`config.mk`:
```
export PLATFORM = sky130hd
export DESIGN_NAME = instr_fetch
export DESIGN_NICKNAME = d
export VERILOG_FILES = /design/src/rtl/instr_fetch.sv
export SDC_FILE = /design/constraint.sdc
export NUM_CORES = 1
export LEC_CHECK = 0
export CORE_MARGIN = 3
export CORE_UTILIZATION = 52
export CTS_BUF_LIST = sky130_fd_sc_hd__clkbuf_16
export CTS_CLUSTER_SIZE = 16
export DETAILED_ROUTE_END_ITERATION = 16
export PLACE_DENSITY = 0.82
export SLEW_MARGIN = 20
export SYNTH_ARGS = -nofsm -noshare
export SYNTH_HDL_FRONTEND = slang
export SYNTH_SLANG_ARGS = --single-unit
```
`constraint.sdc`:
```
create_clock -name i_clk -period 7.1 [get_ports i_clk]
set_clock_uncertainty 0.2 [all_clocks]
set_input_delay 1.065 -clock i_clk [delete_from_list [all_inputs] [get_ports i_clk]]
set_output_delay 1.065 -clock i_clk [all_outputs]
set_load 0.01 [all_outputs]
```
`src/rtl/instr_fetch.sv`:
```
// -----------------------------------------------------------------------------
// instr_fetch
//
// Fetch stage that sits directly behind program_counter. The stage accepts one
// PC at a time. For each PC it issues one instruction-memory read over a
// req/gnt/rvalid handshake. Each result is buffered as {pc, instr, fault} in a
// small FIFO that feeds the decode stage. A PC that is not word aligned never
// reaches memory: it is queued at once with fault=1 and instr=0. A flush
// (branch redirect) empties the queue and discards any read that is still in
// flight.
//
// Vectors are big-endian [0:W-1], so index W-1 is the LSB.
//
// Ports
//   i_clk          clock, rising edge
//   i_rst_n        asynchronous active-low reset
//   i_pc_in        PC to fetch
//   i_pc_valid     i_pc_in valid
//   o_pc_ready     stage accepts i_pc_in this cycle
//   o_imem_req     memory read request (registered)
//   o_imem_addr    memory read address, stable while o_imem_req=1
//   i_imem_gnt     request accepted by memory
//   i_imem_rvalid  read data valid
//   i_imem_rdata   read data
//   i_flush        discard all queued and in-flight fetches
//   o_if_valid     queue head valid
//   o_if_pc        PC of queue head
//   o_if_instr     instruction of queue head (0 when faulted)
//   o_if_fault     queue head PC was misaligned
//   i_if_ready     decode consumes head when o_if_valid & i_if_ready
// -----------------------------------------------------------------------------
module instr_fetch #(
    parameter int ADDR_W     = 32,
    parameter int DATA_W     = 32,
    parameter int FIFO_DEPTH = 2
) (
    input  logic              i_clk,
    input  logic              i_rst_n,
    input  logic [0:ADDR_W-1] i_pc_in,
    input  logic              i_pc_valid,
    output logic              o_pc_ready,
    output logic              o_imem_req,
    output logic [0:ADDR_W-1] o_imem_addr,
    input  logic              i_imem_gnt,
    input  logic              i_imem_rvalid,
    input  logic [0:DATA_W-1] i_imem_rdata,
    input  logic              i_flush,
    output logic              o_if_valid,
    output logic [0:ADDR_W-1] o_if_pc,
    output logic [0:DATA_W-1] o_if_instr,
    output logic              o_if_fault,
    input  logic              i_if_ready
);

    localparam int CNT_W = $clog2(FIFO_DEPTH + 1);
    localparam int PTR_W = (FIFO_DEPTH > 1) ? $clog2(FIFO_DEPTH) : 1;

    typedef enum logic [1:0] {
        S_IDLE,
        S_REQ,
        S_WAIT,
        S_DISCARD
    } state_t;

    state_t              r_state;
    logic                r_req;
    logic [0:ADDR_W-1]   r_addr;

    // Write stage in front of the queue. Results land here first and are
    // written into the queue on the following edge.
    logic                r_push_vld;
    logic [0:ADDR_W-1]   r_push_pc;
    logic [0:DATA_W-1]   r_push_instr;
    logic                r_push_fault;

    logic [PTR_W-1:0]    r_wr_ptr;
    logic [PTR_W-1:0]    r_rd_ptr;
    logic [CNT_W-1:0]    r_count;

    logic [0:ADDR_W-1]   r_mem_pc    [FIFO_DEPTH];
    logic [0:DATA_W-1]   r_mem_instr [FIFO_DEPTH];
    logic                r_mem_fault [FIFO_DEPTH];

    logic                w_pc_accept;
    logic                w_misaligned;
    logic                w_push;
    logic                w_pop;
    logic                w_q_valid;
    logic [CNT_W:0]      w_occupancy;

    // The entry in the write stage already owns a queue slot. Counting it
    // here stops a new fetch from being issued when no slot is left for it.
    assign w_occupancy  = {1'b0, r_count} + (CNT_W+1)'(r_push_vld);
    assign o_pc_ready   = i_rst_n && (r_state == S_IDLE) &&
                          (w_occupancy < (CNT_W+1)'(FIFO_DEPTH)) && !i_flush;
    assign w_pc_accept  = i_pc_valid && o_pc_ready;
    assign w_misaligned = |i_pc_in[ADDR_W-2:ADDR_W-1];

    assign w_q_valid    = (r_count != '0);
    assign w_push       = r_push_vld;
    assign w_pop        = w_q_valid && i_if_ready;

    assign o_imem_req   = r_req;
    assign o_imem_addr  = r_addr;

    // Head entry is gated with valid so that an empty queue shows all zeros.
    assign o_if_valid   = w_q_valid;
    assign o_if_pc      = w_q_valid ? r_mem_pc[r_rd_ptr]    : '0;
    assign o_if_instr   = w_q_valid ? r_mem_instr[r_rd_ptr] : '0;
    assign o_if_fault   = w_q_valid ? r_mem_fault[r_rd_ptr] : 1'b0;

    function automatic logic [PTR_W-1:0] ptr_inc(input logic [PTR_W-1:0] p);
        if (p == PTR_W'(FIFO_DEPTH - 1)) begin
            return '0;
        end
        return p + PTR_W'(1);
    endfunction

    // ------------------------------------------------------------------
    // Fetch FSM with registered request and write-stage outputs
    // ------------------------------------------------------------------
    always_ff @(posedge i_clk or negedge i_rst_n) begin
        if (!i_rst_n) begin
            r_state      <= S_IDLE;
            r_req        <= 1'b0;
            r_addr       <= '0;
            r_push_vld   <= 1'b0;
            r_push_pc    <= '0;
            r_push_instr <= '0;
            r_push_fault <= 1'b0;
        end else begin
            r_push_vld <= 1'b0;
            unique case (r_state)
                S_IDLE: begin
                    // o_pc_ready is already low during a flush.
                    if (w_pc_accept) begin
                        if (w_misaligned) begin
                            r_push_vld   <= 1'b1;
                            r_push_pc    <= i_pc_in;
                            r_push_instr <= '0;
                            r_push_fault <= 1'b1;
                        end else begin
                            r_req   <= 1'b1;
                            r_addr  <= i_pc_in;
                            r_state <= S_REQ;
                        end
                    end
                end
                S_REQ: begin
                    if (i_imem_gnt) begin
                        // Once the read is granted it cannot be cancelled,
                        // so a flush must still wait to absorb its data.
                        r_req   <= 1'b0;
                        r_state <= i_flush ? S_DISCARD : S_WAIT;
                    end else if (i_flush) begin
                        r_req   <= 1'b0;
                        r_state <= S_IDLE;
                    end
                end
                S_WAIT: begin
                    if (i_imem_rvalid) begin
                        r_state <= S_IDLE;
                        if (!i_flush) begin
                            r_push_vld   <= 1'b1;
                            r_push_pc    <= r_addr;
                            r_push_instr <= i_imem_rdata;
                            r_push_fault <= 1'b0;
                        end
                    end else if (i_flush) begin
                        r_state <= S_DISCARD;
                    end
                end
                S_DISCARD: begin
                    if (i_imem_rvalid) begin
                        r_state <= S_IDLE;
                    end
                end
                default: r_state <= S_IDLE;
            endcase
        end
    end

    // ------------------------------------------------------------------
    // Output queue: pointers and count. A flush overrides push and pop.
    // ------------------------------------------------------------------
    always_ff @(posedge i_clk or negedge i_rst_n) begin
        if (!i_rst_n) begin
            r_wr_ptr <= '0;
            r_rd_ptr <= '0;
            r_count  <= '0;
        end else if (i_flush) begin
            r_wr_ptr <= '0;
            r_rd_ptr <= '0;
            r_count  <= '0;
        end else begin
            if (w_push) begin
                r_wr_ptr <= ptr_inc(r_wr_ptr);
            end
            if (w_pop) begin
                r_rd_ptr <= ptr_inc(r_rd_ptr);
            end
            case ({w_push, w_pop})
                2'b10:   r_count <= r_count + CNT_W'(1);
                2'b01:   r_count <= r_count - CNT_W'(1);
                default: r_count <= r_count;
            endcase
        end
    end

    // Queue storage. It needs no reset because the outputs are gated by valid.
    always_ff @(posedge i_clk) begin
        if (w_push && !i_flush) begin
            r_mem_pc[r_wr_ptr]    <= r_push_pc;
            r_mem_instr[r_wr_ptr] <= r_push_instr;
            r_mem_fault[r_wr_ptr] <= r_push_fault;
        end
    end

endmodule

```
==> results of run 1 <==
-- power breakdown --
group / total, mW / switching [mW] / leakage, nW / internal (mW)
Clock: 1.37 / 0.508 / 0.439 / 0.857
Sequential: 1.86 / 0.156 / 2.49 / 1.70
Combinational: 0.591 / 0.253 / 1.63 / 0.338
-- per-stage QoR --
| stage | setup slack [ps] | util |
|---|---|---|
| 3_5_place_dp | 2570 | 0.644 |
| 6_report | 3030 | 0.696 |
| 2_1_floorplan | 258 | - |
| 5_1_grt | 2840 | 0.696 |
| 3_3_place_gp | 2730 | 0.644 |
| 4_1_cts | 2960 | 0.694 |
-- flip-flops by register name, indices dropped and copies added, names as in the netlist --
register / cells
r_rd_ptr: 1
r_push_instr: 32
o_imem_req: 1
o_imem_addr: 32
r_state: 2
r_mem_instr: 64
r_push_vld: 1
r_mem_pc: 64
r_count: 2
r_push_pc: 32
r_push_fault: 1
r_wr_ptr: 1
r_mem_fault: 2
-- cell type report --
cell class                      instances  area [µm²]
Timing Repair Buffer                  176        1770
Multi-Input combinational cell        328        2740
Clock inverter                         19         248
Sequential cell                       235        6540
Tap cell                              225         282
Inverter                                2        7.51
Fill cell                            1140        5330
Clock buffer                           25         626
-- cells in the final DEF, fill, tap and decap left out, drive strengths merged --
cell / netlist / final
nor3: 1 / 1
nand2: 6 / 6
o21ai: 2 / 2
nor2: 104 / 104
o21bai: 1 / 1
bufinv: 0 / 6
and3: 1 / 1
clkdlybuf4s50: 0 / 169
clkinvlp: 0 / 3
and2: 3 / 3
buf: 31 / 7
nor2b: 1 / 1
inv: 2 / 9
nor4b: 1 / 1
clkbuf: 9 / 25
and3b: 2 / 2
nor3b: 1 / 1
a21oi: 3 / 3
xnor2: 3 / 3
and4b: 1 / 1
a211oi: 2 / 2
nand2b: 1 / 1
a2111oi: 1 / 1
dfrtp: 105 / 105
mux2: 30 / 30
clkinv: 0 / 3
mux2i: 99 / 99
a22oi: 32 / 32
xor2: 1 / 1
edfxtp: 130 / 130
a22o: 32 / 32
-- worst min-delay path by stage --
stage,from,to,slack (ps),cells after the start
after floorplan,r_push_pc[31]$_DFFE_PN0P_,r_mem_pc[0][0]$_DFFE_PP_,240,0
after global placement,r_push_pc[14]$_DFFE_PN0P_,r_mem_pc[1][17]$_DFFE_PP_,250,0
after detailed placement,r_push_pc[14]$_DFFE_PN0P_,r_mem_pc[1][17]$_DFFE_PP_,260,0
after CTS,r_push_pc[3]$_DFFE_PN0P_,r_mem_pc[0][28]$_DFFE_PP_,270,0
after global routing,r_push_pc[3]$_DFFE_PN0P_,r_mem_pc[0][28]$_DFFE_PP_,270,0
final,r_push_pc[3]$_DFFE_PN0P_,r_mem_pc[0][28]$_DFFE_PP_,260,0
-- metal layers --
| layer | track usage | vias up | routed length, µm |
|---|---|---|---|
| met5 | 0 | - | 0 |
| met4 | 0.0469 | 0 | 337 |
| met3 | 0.0553 | 29 | 1580 |
| met2 | 0.334 | 208 | 9930 |
| met1 | 0.276 | 2791 | 8480 |
| li1 | - | 2559 | - |
-- cells by family after synthesis --
kind of cell	Yosys count	synth area share
AO/OA/AOI/OAI	73	0.0774
XOR/XNOR	4	0.00370
buffers and inverters	42	0.0242
flip-flops	235	0.689
multiplexers	129	0.151
AND/OR/NAND/NOR	122	0.0543
==> summary.md, run 1 <==
| Metric | Value |
|---|---|
| First-pass GRT wire length | 32500 µm |
| Antenna violations before repair | 0 |
| Mean instance size in the synthesized netlist | roughly 16 µm² |
| Post-route fraction of the period consumed by the critical path | 0.573 |
| Register-to-Register Path Depth | 6 |
| Cell count after synthesis | ~610 |
| Final-layout setup total negative slack | 0 ps |
| Area added between synthesis and finish | 28.8% |
| Classification of the worst setup path | in -> reg |
| WL final | 20300 µm |
| Via count | between 5000 and 6000 |
| Count leader, synth | edfxtp_1 |
| Number of routed nets with antenna violations | 0 |
| IO Port Bufs | 170 |
| Slowest cell on the critical path | a21oi_4 |
| NumNets Final | about 840 |
| Final instance area | 12200 µm² |
| Yosys warnings | 0 |
| Via count of the first global-routing pass | 5963 |
| Post-Syn Nets | 676 |
| Total setup violations reported at the end of the flow | 0 |
| Top post-synthesis cells by area | edfxtp_1 (41%), dfrtp_1 (28%), mux2i_1 (10%) |
| Setup repair after global routing missed its margin | no |
| Violation count after the first detailed-route iteration | around 310 |
| Gpl congestion | 0.774 |
| Launching element of the worst setup path | i_flush |
| # clock sinks | 235 |
| Number of optimization iterations in the first detailed-route pass | 5 |
| GRT overflow | 0 |
| Share of the synthesized area in the top cell type | 0.412 |
| Origin of the critical flop-to-flop path | r_state[1]$_DFFE_PN0P_ |
| Clock root buffer | clkbuf_16 |
| Detailed Place HPWL | 12600 µm |
| Global router's overall resource usage | 0.204 |
| Resized cells post-CTS | 0 |
| Series of cell instances along the critical path | clkdlybuf4s50_1 -> and3b_2 -> buf_4 -> a21oi_4 -> inv_2 -> a22oi_1 |
| Worst-path clk slew | 60 ps |
| CP Buf/Inv Count | 3 |
| Tightest slew margin relative to the limit | 0.304 |
| Core Area | roughly 18000 µm² |
| Clock tree from TritonCTS | yes |
| Final non-filler cell total | 1010 |
| Type of element launching the critical path | primary input |
| Horizontal extent of the die | approximately 140 µm |
| Power per standard cell area | 312 nW/µm² |
| Height of the die | roughly 140 µm |
| Vias per cell | 5.53 |
| Largest net degree at the start of global routing | 67 |
| Number of max-cap violations | 0 |
| Drc violations | 0 |
| Clock buffer depth | 3 |
| Number of distinct standard cells referenced by the synthesized netlist | 36 |
| Number of buffers added for setup after CTS | 0 |
| Worst hold margin | 263 ps |
| Endpoint required time on the critical path | 7290 ps |
| Maximum cell stage delay along the critical path | between 800 and 900 ps |
| Power Total | 3.81 mW |
| Num ports | 171 |
| Worst Setup End Kind | register |
| Fin. max-slew vios | 0 |
| Count of standard-cell rows | between 40 and 50 |
| Proportion of synthesized chip area in sequential cells | 0.689 |
| Status | complete, no violations |
| Initial core utilization | 0.540 |
| Antenna Cells | 0 |
| Crit Path Max Fanout | 66 |
| Last element of the critical path | r_push_pc[30]$_DFFE_PN0P_ |
| Slew @ Worst Pin | 1040 ps |
| End of the worst register-to-register path | r_push_pc[30]$_DFFE_PN0P_ |
| Number of cells in the design after placement | 964 |
| Total die area | 19900 µm² |
| Clk Latency, worst-skew pair | approximately 500 ps |
| Post-synthesis cell type with the largest combined area | edfxtp_1 |
| Area of the mapped netlist | around 9500 µm² |
| Asr flop ratio synth | 0.447 |
| Clock H-tree levels | 1 |
| Number of endpoints with negative hold slack in the final report | 0 |
| Kind of cell adding the most delay to the critical path | buffers and inverters |
| Total number of cells along the worst setup path | 6 |
| Dominant register cell in the synthesized netlist | edfxtp_1 |
| Share of final-layout standard cells stronger than drive strength 1 | 0.145 |
| Hold-fix buffers, CTS | 0 |
| Worst min-delay path category | reg -> reg |
| Maximum ir drop on the vdd rail | just under 0.2 mV |
| Count of flip-flops with a built-in enable after synthesis | 130 |
| Placed cell area | 11300 µm² |
| Per-cell routed wire length | ~20 µm |
| Highest Clock Rate | between 0.2 and 0.25 GHz |
| Yosys reg bits | between 200 and 250 |
| List of most frequent post-synthesis cells | edfxtp_1 (130), dfrtp_1 (105), nor2_1 (104) |
| Time the worst path needs with I/O delays and setup | roughly 4100 ps |
| Number of CTS-inserted buffers | 24 |
| Slack of the worst reg-to-reg path | between 3000 and 4000 ps |
| Leakage component of the power | 4.56 nW |
| Worst EP arrival | 4260 ps |
Power figures use the tool's default switching activity.
==> inputs of run 2 (changes only) <==
- clock period: 7.1 -> 3.95 ns (I/O delays scaled with it)
==> summary.md, run 2 (same netlist as run 1, synthesis figures left out) <==
| Metric | Value |
|---|---|
| Power per standard cell area | 532 nW/µm² (+70%) |
| Largest net degree at the start of global routing | 66 (-1.5%) |
| Clock root buffer | clkbuf_16 |
| Core Area | 17500 µm² (unchanged) |
| Worst min-delay path category | in -> async |
| Status | complete, no violations |
| Total die area | 19900 µm² (unchanged) |
| Clock tree from TritonCTS | yes |
| Fin. max-slew vios | 0 (unchanged) |
| # clock sinks | 235 (unchanged) |
| Number of CTS-inserted buffers | 23 (-4.2%) |
| Crit Path Max Fanout | 42 (-36%) |
| Via count of the first global-routing pass | 5956 (-0.12%) |
| Violation count after the first detailed-route iteration | 294 (-4.5%) |
| Antenna Cells | 0 (unchanged) |
| Number of optimization iterations in the first detailed-route pass | 5 (unchanged) |
| Number of max-cap violations | 0 (unchanged) |
| Number of routed nets with antenna violations | 0 (unchanged) |
| Via count | 5644 (+1.0%) |
| Resized cells post-CTS | 0 (unchanged) |
| Antenna violations before repair | 0 (unchanged) |
| Area added between synthesis and finish | 27.7% |
| NumNets Final | 842 (+0.48%) |
| Most frequent standard cell in the layout excluding fill and tap cells | clkdlybuf4s50_1 |
| Share of final-layout standard cells stronger than drive strength 1 | 0.145 (-0.000369) |
| Post-route met1 wirelength | 8710 µm (+2.6%) |
| WL final | 20300 µm (-0.36%) |
| Most used cells in the layout excluding fill and tap cells | clkdlybuf4s50_1 (169), edfxtp_1 (130), dfrtp_1 (104) |
| Detailed Place HPWL | 12800 µm (+1.3%) |
| Num ports | 171 (unchanged) |
| Met2 routed WL | 9830 µm (-1.0%) |
| Vias per cell | 5.58 (+0.82%) |
| Clock H-tree levels | 1 (unchanged) |
| Number of endpoints with negative hold slack in the final report | 0 (unchanged) |
| Post-route fraction of the period consumed by the critical path | 0.848 |
| Type of element launching the critical path | register |
| Worst Setup End Kind | output port |
| IO Port Bufs | 170 (unchanged) |
| Per-cell routed wire length | 20.0 µm (-0.56%) |
| Count of standard-cell rows | 48 (unchanged) |
| Slowest cell on the critical path | dfrtp_4 |
| Hold-fix buffers, CTS | 0 (unchanged) |
| Classification of the worst setup path | reg -> out |
| Slew @ Worst Pin | 1020 ps (-20.4 ps) |
| Height of the die | 141 µm (unchanged) |
| Highest Clock Rate | 0.298 GHz |
| Worst EP arrival | 2560 ps (-1700 ps) |
| First-pass GRT wire length | 32100 µm (-1.1%) |
| Gpl congestion | 0.772 (-0.25%) |
| Series of cell instances along the critical path | buf_12 -> mux2i_1 -> nor2_1 -> clkdlybuf4s50_1 |
| Clk Latency, worst-skew pair | 490 ps (-20 ps) |
| Worst hold margin | 20.4 ps (-242 ps) |
| Largest regs | r_mem_instr (64), r_mem_pc (64) |
| Filler cell count in the final layout | 1152 (+1.1%) |
| Drc violations | 0 (unchanged) |
| Maximum ir drop on the vdd rail | 0.378 mV (+95%) |
| Time the worst path needs with I/O delays and setup | approximately 3400 ps |
| Routed wl met3 | 1360 µm (-14%) |
| Horizontal extent of the die | 141 µm (unchanged) |
| Endpoint required time on the critical path | 3160 ps (-4130 ps) |
| Worst-path clk slew | 60 ps (about the same) |
| Clock buffer depth | 3 (unchanged) |
| Number of buffers added for setup after CTS | 0 (unchanged) |
| Total setup violations reported at the end of the flow | 0 (unchanged) |
| Highest routing layer actually used | met4 |
| Leakage component of the power | 4.51 nW (-1.0%) |
| Final-layout setup total negative slack | 0 ps (unchanged) |
| Maximum cell stage delay along the critical path | 720 ps (-120 ps) |
| Global router's overall resource usage | 0.202 (-0.00187) |
| Initial core utilization | 0.540 (unchanged) |
| Setup repair after global routing missed its margin | no |
| GRT overflow | 0 (unchanged) |
| Tightest slew margin relative to the limit | 0.316 (+0.0121) |
-- run 2: cell types whose count changed in the layout (fill, tap and decap cells not counted), moves of 2 or more --
cell and change:
clkinv_2 +5, bufinv_16 -5, clkinvlp_4 -3, buf_4 +3, inv_1 -4, buf_12 +2
clkinv_1 +6
-- run 2: final timing paths --
| check | start | to | slack [ps] | cells past startpoint |
|---|---|---|---|---|
| worst max-delay path | r_rd_ptr$_DFFE_PN0P_ | o_if_pc[17] | 600 | 4 |
| worst min-delay path | i_rst_n | r_push_pc[15]$_DFFE_PN0P_ | 20 | 2 |
| worst max register to register | r_push_vld$_DFF_PN0_ | r_push_pc[27]$_DFFE_PN0P_ | 950 | 6 |
| worst min register to register | r_push_instr[24]$_DFFE_PN0P_ | r_mem_instr[0][7]$_DFFE_PP_ | 270 | 0 |
| max in group asynchronous | i_rst_n | r_rd_ptr$_DFFE_PN0P_ | 2200 | 3 |
| min in group i_clk | r_push_instr[24]$_DFFE_PN0P_ | r_mem_instr[0][7]$_DFFE_PP_ | 270 | 0 |
-- run 2: worst max-delay path: cells and delay by family, from the launching register on --
kind | cells | cell delay (ps)
buffers and inverters | 2 | 940
and+or+nand+nor | 1 | 210
muxes | 1 | 130
DFF | 1 | 720
-- run 2: cell type report --
cell class	count	area, µm²	share of cell area
repair buffers	181	1830	0.151
flip-flops and latches	235	6540	0.540
multi-input cells	328	2750	0.227
well taps	225	282	0.0233
clock buffers	24	601	0.0496
clock inverters	17	98.8	0.00817
inverters	2	7.51	0.000620
-- run 2: report_power, final --
| group | switching, mW | total (mW) | internal [mW] |
|---|---|---|---|
| clock | 0.872 | 2.03 | 1.16 |
| sequential | 0.282 | 3.34 | 3.06 |
| combinational | 0.454 | 1.07 | 0.613 |
-- run 2: stage by stage --
stage	util	area [µm²]	total power, mW	worst slack (ps)	instances
after detailed placement	0.650	11400	4.44	427	971
after global routing	0.690	12100	6.71	528	1012
after global placement	0.650	11400	4.37	486	971
final	0.690	12100	6.44	599	1012
after floorplan	-	9480	3.90	786	605
after CTS	0.690	12100	6.49	609	1012
-- run 2: routing by layer --
| layer | vias up | global-route usage |
|---|---|---|
| met5 | - | 0 |
| met4 | 0 | 0.0479 |
| met3 | 26 | 0.0322 |
| met2 | 212 | 0.334 |
| met1 | 2845 | 0.286 |
| li1 | 2561 | - |
